[config.mk]
export PLATFORM = sky130hd
export DESIGN_NAME = gpu_cmd_sequencer
export DESIGN_NICKNAME = d
export VERILOG_FILES = /design/src/rtl/gpu_cmd_sequencer.sv
export SDC_FILE = /design/constraint.sdc
export NUM_CORES = 1
export LEC_CHECK = 0
export BUFFER_PORTS_ARGS = -buffer_cell sky130_fd_sc_hd__buf_2
export CAP_MARGIN = 20
export CORE_ASPECT_RATIO = 1.25
export CORE_UTILIZATION = 60
export CTS_CLUSTER_SIZE = 16
export DETAILED_ROUTE_END_ITERATION = 7
export MAX_ROUTING_LAYER = met4
export PLACE_DENSITY = 0.78
export SLEW_MARGIN = 30
export SYNTH_ARGS = -nofsm -noshare
export SYNTH_HDL_FRONTEND = slang
export SYNTH_SLANG_ARGS = --single-unit
export TNS_END_PERCENT = 1
[constraint.sdc]
create_clock -name clk -period 7.4 [get_ports clk]
set_clock_uncertainty 0.05 [all_clocks]
set_input_delay 0 -clock clk [delete_from_list [all_inputs] [get_ports clk]]
set_output_delay 0 -clock clk [all_outputs]
set_load 0.005 [all_outputs]
[src/rtl/gpu_cmd_sequencer.sv]
// gpu_cmd_sequencer: assembles FIFO words into rasterizer commands; define GPU_POLYLINE_EN for terminator-delimited polylines
module gpu_cmd_sequencer (
  input  logic        clk,
  input  logic        rst,
  input  logic        fifo_empty,
  input  logic [31:0] fifo_data,
  output logic        fifo_re,
  input  logic        cmd_flush,
  input  logic        cmd_ready,
  output logic        cmd_valid,
  output logic [7:0]  cmd_op,
  output logic [4:0]  cmd_len,
  input  logic [3:0]  param_addr,
  output logic [31:0] param_data,
  output logic        bad_cmd,
  output logic        busy
);
  typedef enum logic [1:0] {IDLE, FETCH, ISSUE} state_t;
  state_t state, state_nxt;
  logic [31:0] buffer [16];
  logic [4:0] word_cnt, len_req, op_len, vtx, tri_len;
  logic [7:0] op;
  logic poly, op_poly, op_ok, term, wr, ovf;
  assign op = fifo_data[31:24];
  assign vtx = op[3] ? 5'd4 : 5'd3;
  assign tri_len = 5'd1 + (op[2] ? vtx << 1 : vtx) + (op[4] ? vtx - 5'd1 : 5'd0);
  assign op_len = op == 8'h02 ? 5'd3
                : op[7:5] == 3'b001 ? tri_len
                : op[7:5] == 3'b010 ? 5'd3 + {4'd0, op[4]}
                : op[7:5] == 3'b011 ? 5'd2 + {4'd0, op[2]} + {4'd0, op[4:3] == 2'b00}
                : op[7:5] == 3'b100 ? 5'd4
                : op >= 8'hA0 && op <= 8'hDF ? 5'd3
                : op == 8'h01 || (op >= 8'hE1 && op <= 8'hE6) ? 5'd1
                : 5'd0;
  assign op_ok = op_len != 5'd0;
`ifdef GPU_POLYLINE_EN
  assign op_poly = op[7:5] == 3'b010 && op[3];
`else
  assign op_poly = 1'b0;
`endif
  assign term = (fifo_data & 32'hF000F000) == 32'h50005000;
  assign fifo_re = !fifo_empty && state != ISSUE && !cmd_flush && !rst;
  assign ovf = state == FETCH && fifo_re && poly && !term && word_cnt == 5'd15;
  assign busy = state != IDLE;
  assign param_data = buffer[param_addr];
  // next state and buffer write enable; flush overrides everything
  always_comb begin
    state_nxt = state;
    wr = 1'b0;
    case (state)
      IDLE: if (fifo_re && op_ok) begin
        wr = 1'b1;
        state_nxt = op_len == 5'd1 && !op_poly ? ISSUE : FETCH;
      end
      FETCH: if (fifo_re) begin
        wr = !(poly && term);
        state_nxt = (poly && (term || word_cnt == 5'd15)) || (!poly && word_cnt == len_req - 5'd1) ? ISSUE : FETCH;
      end
      ISSUE: if (cmd_ready) state_nxt = IDLE;
      default: state_nxt = IDLE;
    endcase
    if (cmd_flush) state_nxt = IDLE;
  end
  // state register
  always_ff @(posedge clk) begin
    if (rst) state <= IDLE;
    else state <= state_nxt;
  end
  // parameter buffer, not cleared by reset
  always_ff @(posedge clk) begin
    if (wr) buffer[word_cnt[3:0]] <= fifo_data;
  end
  // command bookkeeping, valid and error flags
  always_ff @(posedge clk) begin
    if (rst) begin
      word_cnt <= 5'd0;
      len_req <= 5'd0;
      poly <= 1'b0;
      cmd_op <= 8'h00;
      cmd_len <= 5'd0;
      cmd_valid <= 1'b0;
      bad_cmd <= 1'b0;
    end else begin
      cmd_valid <= state_nxt == ISSUE;
      bad_cmd <= (state == IDLE && fifo_re && !op_ok && op != 8'h00) || ovf;
      if (state_nxt == IDLE) word_cnt <= 5'd0;
      else if (wr) word_cnt <= word_cnt + 5'd1;
      if (state == IDLE && fifo_re && op_ok) begin
        cmd_op <= op;
        cmd_len <= op_len;
        len_req <= op_len;
        poly <= op_poly;
      end
      if (state == FETCH && state_nxt == ISSUE && poly) cmd_len <= word_cnt + {4'd0, wr};
    end
  end
endmodule

**Word level (Yosys, flattened, before mapping)**

Memory sizes are Yosys's and may differ from the RTL's.
Index checks and enable logic that the tools add are counted.

- Reduce and logical (&&, ||, !) cells: 22
- Equality and inequality tests: 12
- Add/sub/neg operators: 8
- Order comparisons: 4
- Muxes and demuxes: 23

Operators with widths:

| cell | number |
|---|---|
| $mux W5 | 4 |
| $ge A8 B8 Y1 const B | 2 |
| $le A8 B8 Y1 const B | 2 |
| $mux W2 | 7 |
| $mux W4 | 3 |
| $logic_and A1 B1 Y1 | 10 |
| $eq A8 B1 Y1 const B | 1 |
| $eq A8 B2 Y1 const B | 1 |
| $reduce_bool A8 Y1 | 1 |
| $add A2 B1 Y3 const A | 2 |
| $eq A3 B2 Y1 const B | 2 |
| $logic_not A2 Y1 | 3 |
| $mux W3 | 2 |
| $pmux W2 S3 | 1 |
| $add A1 B4 Y5 const A | 1 |
| $add A5 B1 Y5 const B | 1 |
| $add A5 B5 Y5 | 1 |
| $eq A5 B1 Y1 const B | 1 |
| $eq A5 B5 Y1 | 1 |
| $mux W1 | 5 |
| $reduce_bool A5 Y1 | 1 |
| $sub A5 B1 Y5 const B | 1 |
| $add A3 B1 Y4 | 1 |
| $eq A2 B2 Y1 const B | 2 |
| 10 further kinds | 13 |

- Output and inout bits: 49
- Memory bits (writable): 512
- Register bits after elaboration: 27
- Input bits: 41
- Logic and storage cells: 77
- Memories: 1

Memory list:

| name | words | width | read ports | clocked after Yosys merged registers in | write ports | line | RTL |
|---|---|---|---|---|---|---|---|
| buffer | 16 | 32 | 1 | 0 | 1 | 20 | `logic [31:0] buffer [16];` |

**Depth between registers and ports, before layout**

- Word-level depth: 17
- Gate-level depth with buffers: 11
- Depth with buffers taken out: 10

**Worst setup path before layout**

OpenSTA, ideal clock, no wires.

- Path type: input to register
- From: in fifo_data[27]
- To: mem buffer[3][0], enable pin
- Cell stages on the path: 9
- Arrival time: 4.708 ns
- Path slack: 2.141 ns
- Path buffers: 0
- Required time: 6.849 ns
- Cell sequence: nor2b_2 -> or2_2 -> fa_1 -> nor3b_1 -> a21oi_1 -> o31ai_1 -> nor4_4 -> a31o_2 -> nor4_1

- Word-level cells in the longest chain between the ends: 16
- Elaborated cells between the ends (all ways): 30
- Classes of those cells: add/sub: 4; order compare: 4; eq/ne: 2; mux: 14; reduce/logical: 6

Ends and longest elaborated chain:

| element | line | RTL |
|---|---|---|
| start: declaration | 6 | `input logic [31:0] fifo_data,` |
| $ge A8 B8 Y1 or $le A8 B8 Y1 (tied branches) | 33 | `: op == 8'h01 \|\| (op >= 8'hE1 && op <= 8'hE6) ? 5'd1` |
| $logic_and A1 B1 Y1 | 33 |  |
| $logic_or A1 B1 Y1 | 33 |  |
| $mux W1 | 33 |  |
| $mux W2 | 32 | `: op >= 8'hA0 && op <= 8'hDF ? 5'd3` |
| $mux W3 | 31 | `: op[7:5] == 3'b100 ? 5'd4` |
| $mux W4 | 30 | `: op[7:5] == 3'b011 ? 5'd2 + {4'd0, op[2]} + {4'd0, op[4:3] == 2'b00}` |
| $mux W4 | 29 | `: op[7:5] == 3'b010 ? 5'd3 + {4'd0, op[4]}` |
| $mux W5 | 28 | `: op[7:5] == 3'b001 ? tri_len` |
| $mux W5 (*) | 27 | `assign op_len = op == 8'h02 ? 5'd3` |
| $reduce_bool A5 Y1 (*) | 35 | `assign op_ok = op_len != 5'd0;` |
| $logic_and A1 B1 Y1 (*) | 51 | `IDLE: if (fifo_re && op_ok) begin` |
| $mux W1 (*) | 51 |  |
| $pmux W1 S2 (*) | 50 | `case (state)` |
| $mux W1 (*) | 71 | `if (wr) buffer[word_cnt[3:0]] <= fifo_data;` |
| $mux W1 (implied by the code) (*) | 71 |  |
| end: declaration | 20 |  |

Every way passes the cells marked *; elsewhere a longest branch is shown, timed or not.

**Final worst setup path**

- From: in fifo_data[27]
- To: mem buffer[0][9], enable pin

Same word-level chain as after synthesis.

==> results by group <==
Floorplan
  • Placement Rows: 75
  • I/O pins: 90
  • DIE AREA: between 30,000 and 40,000 sq um
  • Core ar.: 33,900 sq um
  • Starting Density: 61.4%
  • Chip height: about 210 microns
  • Die W: 168 microns

Setup path
  • Slowest CP cell: nor3_4
  • WP data required: between 7 and 8 ns
  • Slowest stage delay, CP: approximately 0.6 ns
  • Cell Chain, Critical Path: dlygate4sd3_1, buf_2, inv_1, ha_1, inv_1, o41ai_2, mux2i_1, nor4_4, a31oi_4, nand2_1, nor3_4, buf_4
  • Worst r2r path cells: 7
  • Critical path's top delay family: buffers and inverters
  • Crit path buffers/inverters: 5
  • Worst r2r src: state[1]
  • Crit path capture type: flop
  • R2r endpoint: buffer[0][9]
  • Worst Path Max Fanout: 23
  • CP Launch Type: input pin
  • CP arrival: roughly 4.3 ns
  • Internal reg-to-reg setup slack: roughly 4 ns
  • WS Path Type: input pin to flop
  • Critical path's most frequent cell: inv_1

Power and ir drop
  • P_sw: ~0.0012 W
  • P_int: about 0.0048 W
  • Register share of total power: 55.4%
  • Worst vdd ir: 0.149 mV
  • Comb pwr share: 5.2%
  • Switch share: between 20% and 30%
  • Pwr/cell area: around 250 nW/um^2
  • Pwr Total: around 0.006 W
  • Leakage: approximately 7.6 nW
  • Share of total power in the clock network: 39.4%

Finish
  • Layout area overhead: 14.0%
  • Fill cells: approximately 2,000
  • Share of layout cells above drive strength 1: a little under a third
  • Final Core Density: a little over two thirds
  • Final Net Count: ~1,100

Yosys
  • Post-synth EDFFs: just over 500
  • Area leader, netlist: edfxtp_1
  • Share of the synthesized area in the top cell type: 74.0%
  • Post-synth top cells: edfxtp_1, mux4_2, clkbuf_1
  • Unique masters post-synth: 52
  • Top FF cell, synth: edfxtp_1
  • Most common cell in the netlist: edfxtp_1
  • Syn avg cell area: about 23 sq um
  • Syn_nets: roughly 960
  • Sequential share of the synthesized area: 76.1%
  • Yosys reg bits: about 530
  • Asr flop ratio synth: 0%
  • Synthesis Warnings: 0
  • Mapped Cells: approximately 910
  • Synth top area cells: edfxtp_1, mux4_2, dfxtp_1, mux2i_1, ha_1
  • Post-synthesis instance area: 20,800 sq um

STA
  • Slew headroom: a little under a third
  • Hold Fails Final Rpt: 0
  • Fin. max-slew vios: 0
  • Fin crit period: 4.11 ns
  • Setup TNS: 0 ns
  • Final Cycle Share: a little under three fifths
  • Fmax: 0.244 GHz
  • # setup viols final: 0
  • Unrepaired setup endpoints after global routing: no
  • Worst Max-Slew Pin Slew: ~1.0 ns

Global route
  • Antenna violations before repair: 1
  • Total GRT Usage: 25.7%
  • Pin count of the biggest net entering global routing: 66
  • Grt ovf: 0
  • Vias in the first global route: roughly 10,000
  • Global-route wire length before repair: about 63,000 microns

Clock tree
  • Cts repair resizes: 0
  • CTS root buf: clkbuf_16
  • CTS buffer count: 49
  • CTS Buffer Depth: 3
  • TritonCTS clock tree: yes
  • Clk slew on worst S/H paths: about 0.060 ns
  • Post-CTS Hold Buffers: 37
  • # Post-CTS Setup Buffers: 0
  • Skew-Pair Late Insertion Delay: ~0.56 ns
  • CTS sink count: 534
  • H-tree depth: 2

Status
  • Status: finished, final reports clean

Drt
  • DRT Pass-1 Iters: 5
  • Final wirelength: 42,600 microns
  • WL/cell: roughly 27 microns
  • Final ANT Viol Nets: 0
  • Met3 routed WL: about 2600 microns
  • Remaining DRCs: 0
  • Top layer in use: met4
  • Routed length on met2: around 23,000 microns
  • Met1 WL: between 15,000 and 20,000 microns
  • Vias: 9,776
  • 1st-iter DRT viols: about 970
  • Via-to-Cell Ratio: between 6 and 7

Placement
  • Gpl congestion: 0.828
  • Number of buffers added on ports: between 80 and 90
  • HPWL after detailed placement: about 21,000 microns

Worst hold path
  • Worst hold path class: input pin to flop
  • Endpoint, Worst Hold: cmd_len[3]
  • Worst Hold Depth: 3
  • Hold path start: rst

Job
  • # Max-Cap Violations: 0
## power groups by stage
stage	Sequential, W	Combinational [W]	Clock (W)
global route	0.00332	0.000330	0.00249
floorplan	0.00339	0.000176	0
finish	0.00332	0.000309	0.00236
detailed placement	0.00338	0.000294	0
CTS	0.00332	0.000310	0.00239
global placement	0.00338	0.000288	0
## state kept, by name, summed over array words and instances (netlist names)
register,cells
cmd_len,5
word_cnt,5
state,2
cmd_op,8
cmd_valid,1
bad_cmd,1
buffer,512
## layout by cell type, fill, tap and decap left out, types with 7 or more instances in the layout
master | Yosys | routed
clkinv_1 | 0 | 19
nor2_1 | 20 | 20
ha_1 | 11 | 11
buf_2 | 6 | 86
clkinv_2 | 0 | 7
mux2i_1 | 14 | 14
mux4_2 | 160 | 160
dlygate4sd3_1 | 0 | 37
and3_4 | 0 | 7
buf_4 | 0 | 10
edfxtp_1 | 512 | 512
inv_1 | 15 | 15
nand2_1 | 12 | 12
clkbuf_16 | 0 | 51
nor2b_1 | 7 | 7
dfxtp_1 | 22 | 22
clkbuf_1 | 23 | 7
## final cells by class
type | count | area (sq um) | area share, %
inverter | 15 | 56.3 | 0.238
tap | 462 | 578 | 2.44
clock inverter | 31 | 188 | 0.792
multi-input combinational | 314 | 4830 | 20.4
sequential | 534 | 15800 | 66.7
timing repair buffer | 136 | 921 | 3.89
antenna | 1 | 2.50 | 0.0106
clock buffer | 58 | 1300 | 5.50
## per-stage QoR
step	hold WS (ns)	instances	setup slack, ns	instance area, sq um
6_report	0.296	1551	3.29	23700
5_1_grt	0.304	1551	3.08	23700
4_1_cts	0.275	1549	3.04	23600
3_5_place_dp	0.196	1423	3.02	21800
3_3_place_gp	0.188	1423	3.30	21800
2_1_floorplan	-0.00740	906	2.14	20800
## worst min-delay path: cells and delay by family
kind | cells | cell delay [ns]
buffers and inverters | 2 | 0.75
and+or+nand+nor | 1 | 0.12
## layer usage
| layer | vias to the layer above | track usage, % |
|---|---|---|
| li1 | 4130 | - |
| met1 | 5111 | 33.0 |
| met2 | 457 | 43.6 |
| met3 | 78 | 3.68 |
| met4 | 0 | 7.02 |
| met5 | - | - |
## kinds of logic after synthesis
kind of cell / Yosys count / synth area share (%)
fa+ha+maj: 12 / 0.758
simple gates: 87 / 2.41
mux: 174 / 18.0
buf+inv: 58 / 1.12
compound gates: 32 / 1.23
flops: 534 / 76.1
xor+xnor: 9 / 0.379
## how the worst max path moves through the flow
stage,startpoint,to,slack [ns],depth (start not counted)
3_5_place_dp,fifo_data[27],buffer[0][15],3.02,11
6_report,fifo_data[27],buffer[0][9],3.29,12
2_1_floorplan,fifo_data[27],buffer[3][0],2.14,9
5_1_grt,fifo_data[27],buffer[0][9],3.08,12
3_3_place_gp,fifo_data[27],buffer[0][15],3.30,11
4_1_cts,fifo_data[27],buffer[0][8],3.04,12
Note: power is estimated with default switching activity, not from simulation.
